$ cat src/rtl/vz_image_loader.sv
// vz_image_loader: parses a .VZ image arriving on the ioctl download stream,
// writes the payload into system RAM at the header load address, then either
// patches the BASIC start/end pointers (type F0) or requests a jump (type F1).
module vz_image_loader #(
    parameter logic [7:0]  IMAGE_INDEX = 8'd1,
    parameter logic [15:0] RAM_LO      = 16'h7800,
    parameter logic [15:0] PTR_START   = 16'h78A4,
    parameter logic [15:0] PTR_END     = 16'h78F9
) (
    input  logic        CLK10MHZ,
    input  logic        RESET,
    input  logic        dn_download,
    input  logic [7:0]  dn_index,
    input  logic [15:0] dn_addr,
    input  logic [7:0]  dn_data,
    input  logic        dn_wr,
    output logic [15:0] mem_addr,
    output logic [7:0]  mem_data,
    output logic        mem_wr,
    output logic        busy,
    output logic        exec_req,
    output logic [15:0] exec_addr,
    output logic [7:0]  vz_type,
    output logic [15:0] end_addr,
    output logic        err,
    output logic        done
);

    typedef enum logic [2:0] {
        S_IDLE, S_MAGIC, S_NAME, S_HDR, S_DATA, S_PTR, S_DONE, S_ERR
    } state_t;

    localparam logic [7:0] TYPE_BASIC = 8'hF0;
    localparam logic [7:0] TYPE_MCODE = 8'hF1;

    // Magic signature "VZF0", indexed by header byte position.
    function automatic logic [7:0] magic_byte(input logic [1:0] pos);
        case (pos)
            2'd0:    magic_byte = 8'h56;
            2'd1:    magic_byte = 8'h5A;
            2'd2:    magic_byte = 8'h46;
            default: magic_byte = 8'h30;
        endcase
    endfunction

    state_t      r_state;
    state_t      w_state_next;
    logic        r_dl_prev;
    logic [1:0]  r_ptr_idx;
    logic [16:0] r_wr_ptr;      // bit 16 set means the payload ran past FFFF

    logic        w_sel;
    logic        w_active;
    logic        w_idle_like;
    logic        w_start;
    logic        w_in_hdr;
    logic        w_in_data;
    logic        w_byte;
    logic        w_magic_bad;
    logic        w_hdr_last;
    logic [15:0] w_load;
    logic        w_pay;
    logic [16:0] w_pay_addr;
    logic        w_pay_wrap;
    logic        w_pay_low;
    logic        w_pay_ok;
    logic [16:0] w_ptr_next;
    logic [15:0] w_end;
    logic        w_fin;
    logic        w_to_err;

    // Input decode: which byte is being offered and what it means for the load.
    always_comb begin
        w_sel       = (dn_index == IMAGE_INDEX);
        w_active    = dn_download && w_sel;
        w_idle_like = (r_state == S_IDLE) || (r_state == S_DONE) || (r_state == S_ERR);
        w_start     = w_idle_like && w_active && !r_dl_prev;
        w_in_hdr    = w_start || (r_state == S_MAGIC) || (r_state == S_NAME) || (r_state == S_HDR);
        w_in_data   = (r_state == S_DATA);
        // A strobe in the cycle dn_download falls is still taken, because the
        // state has not yet left the load states at that point.
        w_byte      = dn_wr && w_sel && (w_in_hdr || w_in_data);
        w_magic_bad = w_byte && w_in_hdr && (dn_addr < 16'd4) &&
                      (dn_data != magic_byte(dn_addr[1:0]));
        w_hdr_last  = w_byte && w_in_hdr && (dn_addr == 16'd23);
        w_load      = {dn_data, exec_addr[7:0]};
        w_pay       = w_byte && w_in_data && (dn_addr >= 16'd24);
        w_pay_addr  = {1'b0, exec_addr} + {1'b0, dn_addr - 16'd24};
        w_pay_wrap  = w_pay_addr[16];
        w_pay_low   = !w_pay_wrap && (w_pay_addr[15:0] < RAM_LO);
        w_pay_ok    = w_pay && !w_pay_wrap && !w_pay_low;
        if (w_pay)
            w_ptr_next = w_pay_wrap ? 17'h10000 : w_pay_addr + 17'd1;
        else if (w_hdr_last)
            w_ptr_next = {1'b0, w_load};
        else
            w_ptr_next = r_wr_ptr;
        w_end = w_ptr_next[16] ? 16'h0000 : w_ptr_next[15:0];
    end

    // Next-state logic; header bytes are decoded by dn_addr, not arrival order.
    always_comb begin
        // NOTE: every signal written here gets a default first, so no path
        // leaves it unassigned and no latch is inferred.
        w_state_next = r_state;
        w_fin        = 1'b0;
        w_to_err     = 1'b0;
        case (r_state)
            S_IDLE, S_DONE, S_ERR: w_state_next = S_IDLE;
            S_DATA:                if (!w_active) w_fin = 1'b1;
            S_PTR:                 if (r_ptr_idx == 2'd3) w_state_next = S_DONE;
            default:               ;
        endcase
        if (w_in_hdr) begin
            w_state_next = w_start ? S_MAGIC : r_state;
            if (w_magic_bad) begin
                w_to_err = 1'b1;
            end else if (w_hdr_last) begin
                if (w_active) w_state_next = S_DATA;
                else          w_fin        = 1'b1;
            end else if (!w_active) begin
                w_to_err = 1'b1;
            end else if (w_byte) begin
                if (dn_addr >= 16'd21)
                    w_state_next = S_HDR;
                else if (dn_addr >= 16'd3 && w_state_next == S_MAGIC)
                    w_state_next = S_NAME;
            end
        end
        if (w_fin)    w_state_next = (vz_type == TYPE_BASIC) ? S_PTR : S_DONE;
        if (w_to_err) w_state_next = S_ERR;
    end

    // State register.
    always_ff @(posedge CLK10MHZ or negedge RESET) begin
        if (!RESET) r_state <= S_IDLE;
        else        r_state <= w_state_next;
    end

    // Datapath: header fields, RAM write port, pointer patching and status flags.
    always_ff @(posedge CLK10MHZ or negedge RESET) begin
        if (!RESET) begin
            // r_dl_prev resets high so a download already in progress when reset
            // is released is not mistaken for a fresh start.
            r_dl_prev <= 1'b1;
            r_ptr_idx <= 2'd0;
            r_wr_ptr  <= 17'd0;
            mem_addr  <= 16'h0000;
            mem_data  <= 8'h00;
            mem_wr    <= 1'b0;
            busy      <= 1'b0;
            exec_req  <= 1'b0;
            exec_addr <= 16'h0000;
            vz_type   <= 8'h00;
            end_addr  <= 16'h0000;
            err       <= 1'b0;
            done      <= 1'b0;
        end else begin
            // NOTE: non-blocking assignments throughout, so every register here
            // sees the pre-edge values of the others regardless of order.
            r_dl_prev <= dn_download;
            mem_wr    <= 1'b0;
            exec_req  <= 1'b0;

            if (w_start) begin
                done      <= 1'b0;
                err       <= 1'b0;
                busy      <= 1'b1;
                r_ptr_idx <= 2'd0;
            end

            if (w_byte && w_in_hdr) begin
                if (dn_addr == 16'd21) vz_type        <= dn_data;
                if (dn_addr == 16'd22) exec_addr[7:0]  <= dn_data;
                if (dn_addr == 16'd23) exec_addr[15:8] <= dn_data;
            end

            if (w_pay || w_hdr_last) r_wr_ptr <= w_ptr_next;

            if (w_pay_ok) begin
                mem_wr   <= 1'b1;
                mem_addr <= w_pay_addr[15:0];
                mem_data <= dn_data;
            end
            if (w_pay && !w_pay_ok) err <= 1'b1;

            if (w_to_err) begin
                busy <= 1'b0;
                err  <= 1'b1;
            end

            if (w_fin) begin
                end_addr <= w_end;
                if (vz_type == TYPE_MCODE) exec_req <= 1'b1;
                if (vz_type != TYPE_BASIC) begin
                    done <= 1'b1;
                    busy <= 1'b0;
                end
            end

            if (r_state == S_PTR) begin
                mem_wr    <= 1'b1;
                r_ptr_idx <= r_ptr_idx + 2'd1;
                case (r_ptr_idx)
                    2'd0: begin mem_addr <= PTR_START;         mem_data <= exec_addr[7:0];  end
                    2'd1: begin mem_addr <= PTR_START + 16'd1; mem_data <= exec_addr[15:8]; end
                    2'd2: begin mem_addr <= PTR_END;           mem_data <= end_addr[7:0];   end
                    default: begin
                        mem_addr <= PTR_END + 16'd1;
                        mem_data <= end_addr[15:8];
                        done     <= 1'b1;
                        busy     <= 1'b0;
                    end
                endcase
            end
        end
    end

endmodule

$ cat config.mk
export PLATFORM = sky130hd
export DESIGN_NAME = vz_image_loader
export DESIGN_NICKNAME = d
export VERILOG_FILES = /design/src/rtl/vz_image_loader.sv
export SDC_FILE = /design/constraint.sdc
export NUM_CORES = 1
export LEC_CHECK = 0
export BUFFER_PORTS_ARGS = -buffer_cell sky130_fd_sc_hd__buf_2
export CORE_MARGIN = 5
export CORE_UTILIZATION = 45
export DETAILED_ROUTE_END_ITERATION = 7
export GPL_TIMING_DRIVEN = 0
export PLACE_DENSITY_LB_ADDON = 0.2
export SLEW_MARGIN = 10
export SYNTH_ARGS = -nofsm -noshare
export SYNTH_HDL_FRONTEND = slang
export SYNTH_SLANG_ARGS = --single-unit
$ cat constraint.sdc
create_clock -name CLK10MHZ -period 3.9 [get_ports CLK10MHZ]
set_clock_uncertainty 0.1 [all_clocks]
set_input_delay 0.195 -clock CLK10MHZ [delete_from_list [all_inputs] [get_ports CLK10MHZ]]
set_output_delay 0.195 -clock CLK10MHZ [all_outputs]
set_load 0.02 [all_outputs]
[Word level (Yosys, flattened, before mapping)]
Cells that the tools add are included.
W data, S select, Z words.
Operators by class
  add/sub/neg operators: 4
  order comparisons: 5
  eq/ne operators: 22
  muxes and demuxes: 54
  reduce and logical (&&, ||, !) cells: 40
Operator list (count)
  $mux W17: 3
  $eq A16 B5 Y1 const B: 3
  $mux W16: 3
  $pmux W7 S3: 2
  $mux W3: 12
  $ge A16 B5 Y1 const B: 2
  $mux W1: 27
  $pmux W8 S3: 1
  $add A16 B16 Y17: 1
  $add A17 B1 Y17 const B: 1
  $eq A8 B8 Y1 const B: 2
  $ge A16 B2 Y1 const B: 1
  $logic_and A1 B1 Y1: 16
  $lt A16 B15 Y1 const B: 1
  $lt A16 B3 Y1 const B: 1
  $mux W8: 2
  $sub A16 B5 Y16 const B: 1
  $eq A3 B3 Y1 const B: 4
  $eq A8 B1 Y1 const B: 1
  $ne A8 B8 Y1: 1
  $ne A8 B8 Y1 const B: 1
  $reduce_and A2 Y1: 4
  $logic_or A1 B1 Y1: 7
  $eq A2 B2 Y1 const B: 3
  14 further kinds: 25
Storage, ports and cells
  register bits: 92
  bits of input ports: 36

[Longest topological paths before layout]
  word-level depth: 20
  depth in mapped cells: 17
  gate-level depth less buffers: 13

[Least setup slack after synthesis]
OpenSTA, ideal clock, no wires.
  kind: input port to flip-flop
  from: input dn_addr[5]
  to: register end_addr[3]
  setup time: 0.122 ns
  arrival: 3.616 ns
  path slack: 0.063 ns
  cell stages on the path: 17
  path buffers: 4
  cells stage by stage: or3_1 > or2_2 > clkbuf_1 > nor2_1 > xor2_1 > ha_1 > buf_2 > nand2_1 > nor3_1 > a2111oi_0 > nor3_1 > and3_1 > buf_2 > nand4_1 > a21o_1 > buf_6 > a32o_1
Between the ends
  word-level cells in the longest chain between the ends: 6
  elaborated cells on any way between the ends: 17
Ends and longest elaborated chain
  start: declaration: RTL line 14  | input logic [15:0] dn_addr,
  $sub A16 B5 Y16: RTL line 88  | w_pay_addr = {1'b0, exec_addr} + {1'b0, dn_addr - 16'd24};
  $add A16 B16 Y17: RTL line 88
  $add A17 B1 Y17: RTL line 93  | w_ptr_next = w_pay_wrap ? 17'h10000 : w_pay_addr + 17'd1;
  $mux W17: RTL line 93
  $mux W17: RTL line 92  | if (w_pay)
  $mux W16: RTL line 98  | w_end = w_ptr_next[16] ? 16'h0000 : w_ptr_next[15:0];
  end signal: assignment: RTL line 193  | end_addr <= w_end;
  end: declaration: RTL line 24  | output logic [15:0] end_addr,
Parallel ways exist; a longest one is shown, timed or not.
A chain may end at the register's enable or synchronous reset.

[Worst setup path after layout]
  from: input dn_addr[5]
  to: register end_addr[13]
The elaborated chain is that of the path after synthesis.

==> summary.md <==
| Metric | Value |
|---|---|
| Hold depth | 3 |
| TritonCTS Buffers | 9 |
| Shortest clock period the worst path allows after layout | 3.81 ns |
| Setup TNS | 0 ns |
| Multiplexer share of the synthesized area | 0.0365 |
| Max H-tree Level | 3 |
| Complex-gate fraction of the synthesized area | 0.257 |
| Power, Total | 3.19 mW |
| Residual DRC count | 0 |
| Period utilization | 0.977 |
| Share of flip-flops with an asynchronous set or reset after synthesis | 1.00 |
| Horizontal extent of the die | 124 µm |
| Largest driver fanout on the critical path | 6 |
| Total inserted antenna cells | 0 |
| Final hold slack | 0.0650 ns |
| Result of the run | finished clean |
| Total of warnings raised by yosys | 0 |
| Final-layout fill cell count | 1171 |
| Buffers from clock root to sink, at most | 2 |
| Grt ovf | 0 |
| Via total after detailed routing | 5888 |
| Power Density | 444 mW/mm² |
| Post-Synth Simple-Gate Area | 0.179 |
| HPWL after DPL | 15.6 mm |
| Post-synthesis share of cell area spent on xor and xnor gates | 0.0421 |
| Post-Place Setup Slack | -1.10 ns |
| Startpoint types | input port |
| Vias in the first global route | 5563 |
| First-pass GRT wire length | 30.8 mm |
| Static leakage | 3.32 nW |
| Layout area overhead | 23.6% |
| WL final | 20.5 mm |
| Number of non-filler instances in the completed layout | 937 |
| Pin count of the biggest net entering global routing | 56 |
| DIE AREA | 0.0153 mm² |
| Core ar. | 0.0127 mm² |
| Initial core utilization | 0.460 |
| Main combinational cell family by area after synthesis | compound AO/OA/AOI/OAI gates |
| Type of the setup path with the least slack | input port to flop |
| Number of flops mapped to enable cells by yosys | 0 |
| Number of nets in the synthesized netlist | 693 |
| Max-slew headroom | 0.403 |
| CTS root buf | clkbuf_16 |
| Area leader, netlist | dfrtp_1 |
| Skew-Pair Late Insertion Delay | 0.35 ns |
| Fraction of final layout cells with drive strength greater than 1 | 0.269 |
| Setup-violating endpoint count in the final report | 0 |
| Most common flop cell mapped by yosys | dfrtp_1 |
| Worst hold-check path type | input port to flop |
| Count of cell types in the netlist | 75 |
| CTS tree | done |
| Post-detailed-route count of antenna-violating nets | 0 |
| Req. time, crit path | 4.04 ns |
| Endpoint type of the worst setup path | flop |
| Max-cap viol count | 0 |
| Height of the chip | 124 µm |
| Ranking of synthesized cells by area | dfrtp_1 (39%), nand2_1 (5.1%), ha_1 (4.7%), o21ai_0 (3.7%), mux2_2 (3.5%) |
| Total of buffers placed on input and output ports | 104 |
| Max-slew violation count | 0 |
| Weighted congestion at the end of routability-driven global placement | 0.906 |
| Hold Fails Final Rpt | 0 |
| I/O pin count | 105 |
| Critical hold path startpoint | dn_data[0] |
| Clk sinks | 92 |
| Reg-to-reg critical path endpoint | mem_data[1]$_DFFE_PN0P_ |
| Fraction of the mapped netlist area in adder cells | 0.0524 |
| Worst setup margin | 0.0913 ns |
| Clock-pin slew of the registers on the worst-case setup and hold paths | 0.07 ns |
| Cell total after placement | 911 |
| Number of design-rule violations left by the first detailed-router iteration | 655 |
| Worst R2R Start | exec_addr[0]$_DFFE_PN0P_ |
| Logic depth of the worst register-to-register path | 10 |
| Hold worst-path end | exec_addr[8]$_DFFE_PN0P_ |
| Highest clock rate | 263 MHz |
| Arrival time at the worst endpoint | 3.95 ns |
| Detailed-routing iteration count for the pre-antenna-repair pass | 8 |
| Post-synthesis sequential area ratio | 0.395 |
| Register bit total from synthesis | 92 |
| GRT Overall Usage | 0.269 |
| Transition time of the tightest slew-check pin | 0.890 ns |
| Post-Synthesis Cells | 634 |
| Final net count | 819 |
| Avg Synthesized Cell Area | 9.19 µm² |
| Netlist area before placement | 0.00582 mm² |
| Routed via count divided by cell count | 6.28 |
| Slack of the worst reg-to-reg path | 0.14 ns |
| Area fraction of the dominant cell type after synthesis | 0.391 |
| Count of standard-cell rows | 41 |
| Antenna violations before repair | 0 |
| Worst supply voltage drop on vdd | 0.000386 V |
| Wirelength per Cell | 21.9 µm |
[critical path: stages]
cell,delay [ns]
buf_2,0.13
or3_4,0.46
or2_4,0.29
nand2_1,0.07
ha_1,0.29
a21oi_1,0.39
o22ai_1,0.16
a211oi_1,0.62
nand4_1,0.25
nor4_2,0.41
a211o_1,0.22
nand3_1,0.16
a32o_1,0.31
[layout by cell type, fill, tap and decap left out, drive strengths merged, types with 20 or more instances in the layout]
cell,synthesis,routed
o21ai,50,50
a21oi,30,30
a22oi,20,20
clkbuf,19,29
ha,22,22
nand2,79,79
nor2,36,36
nand3,25,25
buf,18,132
dfrtp,91,91
[how the worst max path moves through the flow]
stage,startpoint,slack (ns),cells past startpoint,endpoint
after floorplan,dn_addr[5],0.06,17,end_addr[3]$_DFFE_PN0N_
after global placement,dn_addr[5],-1.17,18,end_addr[5]$_DFFE_PN0N_
after global routing,dn_addr[5],-0.01,13,end_addr[13]$_DFFE_PN0N_
final,dn_addr[5],0.09,13,end_addr[13]$_DFFE_PN0N_
after CTS,exec_addr[0]$_DFFE_PN0P_,0.03,11,end_addr[5]$_DFFE_PN0N_
after detailed placement,dn_addr[5],-1.10,17,err$_DFFE_PN0P_
[routing by layer]
| metal | vias to the layer above | part of all wire | track usage |
|---|---|---|---|
| li1 | 2657 | - | - |
| met1 | 2817 | 0.42 | 0.371 |
| met2 | 363 | 0.44 | 0.397 |
| met3 | 51 | 0.11 | 0.0777 |
| met4 | 0 | 0.037 | 0.107 |
| met5 | - | 0 | 0 |
[state kept, by name, indices dropped and copies added (netlist names), 2 cells and up]
| signal | flops |
|---|---|
| r_state | 3 |
| r_ptr_idx | 2 |
| r_wr_ptr | 17 |
| mem_addr | 16 |
| mem_data | 8 |
| end_addr | 16 |
| vz_type | 8 |
| exec_addr | 16 |
[through the flow]
step	utilization	area [µm²]
3_5_place_dp	0.520	6590
5_1_grt	0.568	7200
4_1_cts	0.553	7000
6_report	0.568	7200
3_3_place_gp	0.518	6560
2_1_floorplan	-	5820
[report_power, final]
group	total, mW	internal, mW	leakage (nW)	switching [mW]
registers	1.15	1.08	1.19	0.0770
logic	1.08	0.357	1.97	0.724
clock network	0.959	0.581	0.156	0.378
[cell type report]
| cell class | count | area (µm²) | share of cell area |
|---|---|---|---|
| Tap cell | 172 | 215 | 0.0299 |
| Clock inverter | 5 | 85.1 | 0.0118 |
| Multi-Input combinational cell | 492 | 3470 | 0.482 |
| Buffer | 34 | 180 | 0.0250 |
| Sequential cell | 92 | 2300 | 0.320 |
| Timing Repair Buffer | 118 | 653 | 0.0907 |
| Inverter | 13 | 48.8 | 0.00678 |
| Clock buffer | 11 | 243 | 0.0337 |
[cells in the mapped netlist, types with 5 or more instances]
| master | instances |
|---|---|
| a32o_1 | 8 |
| and2_1 | 5 |
| buf_2 | 14 |
| nand2_1 | 79 |
| inv_1 | 13 |
| a222oi_1 | 10 |
| clkbuf_1 | 18 |
| o21ai_0 | 43 |
| a22oi_1 | 20 |
| nor2_1 | 36 |
| mux2_2 | 18 |
| nand2b_1 | 5 |
| nand4_1 | 9 |
| a211oi_1 | 11 |
| and3_1 | 7 |
| nor4_1 | 6 |
| xnor2_1 | 18 |
| dfrtp_1 | 91 |
| nor3_1 | 13 |
| a31oi_1 | 16 |
| a21o_1 | 9 |
| o21ai_1 | 7 |
| xor2_1 | 10 |
| ha_1 | 22 |
| nand3_1 | 25 |
| nor3b_1 | 5 |
| a21oi_1 | 28 |
[cell families (layout without fill, tap and decap cells)]
family,count (synthesis),count (layout)
compound gates,208,208
xor+xnor,28,28
mux,19,19
flops,92,92
buf+inv,50,181
simple gates,213,213
fa+ha+maj,24,24
[timing repair]
action                                 in CTS  in global routing
pin swaps                                   1                 10
resized for setup                          19                 26
buffers inserted                            0                 11
setup endpoints to repair                  54                 40
hold buffers                                2                  0
endpoints found under the hold margin      37                  0
No activity file was read; power rests on OpenSTA's default activity.
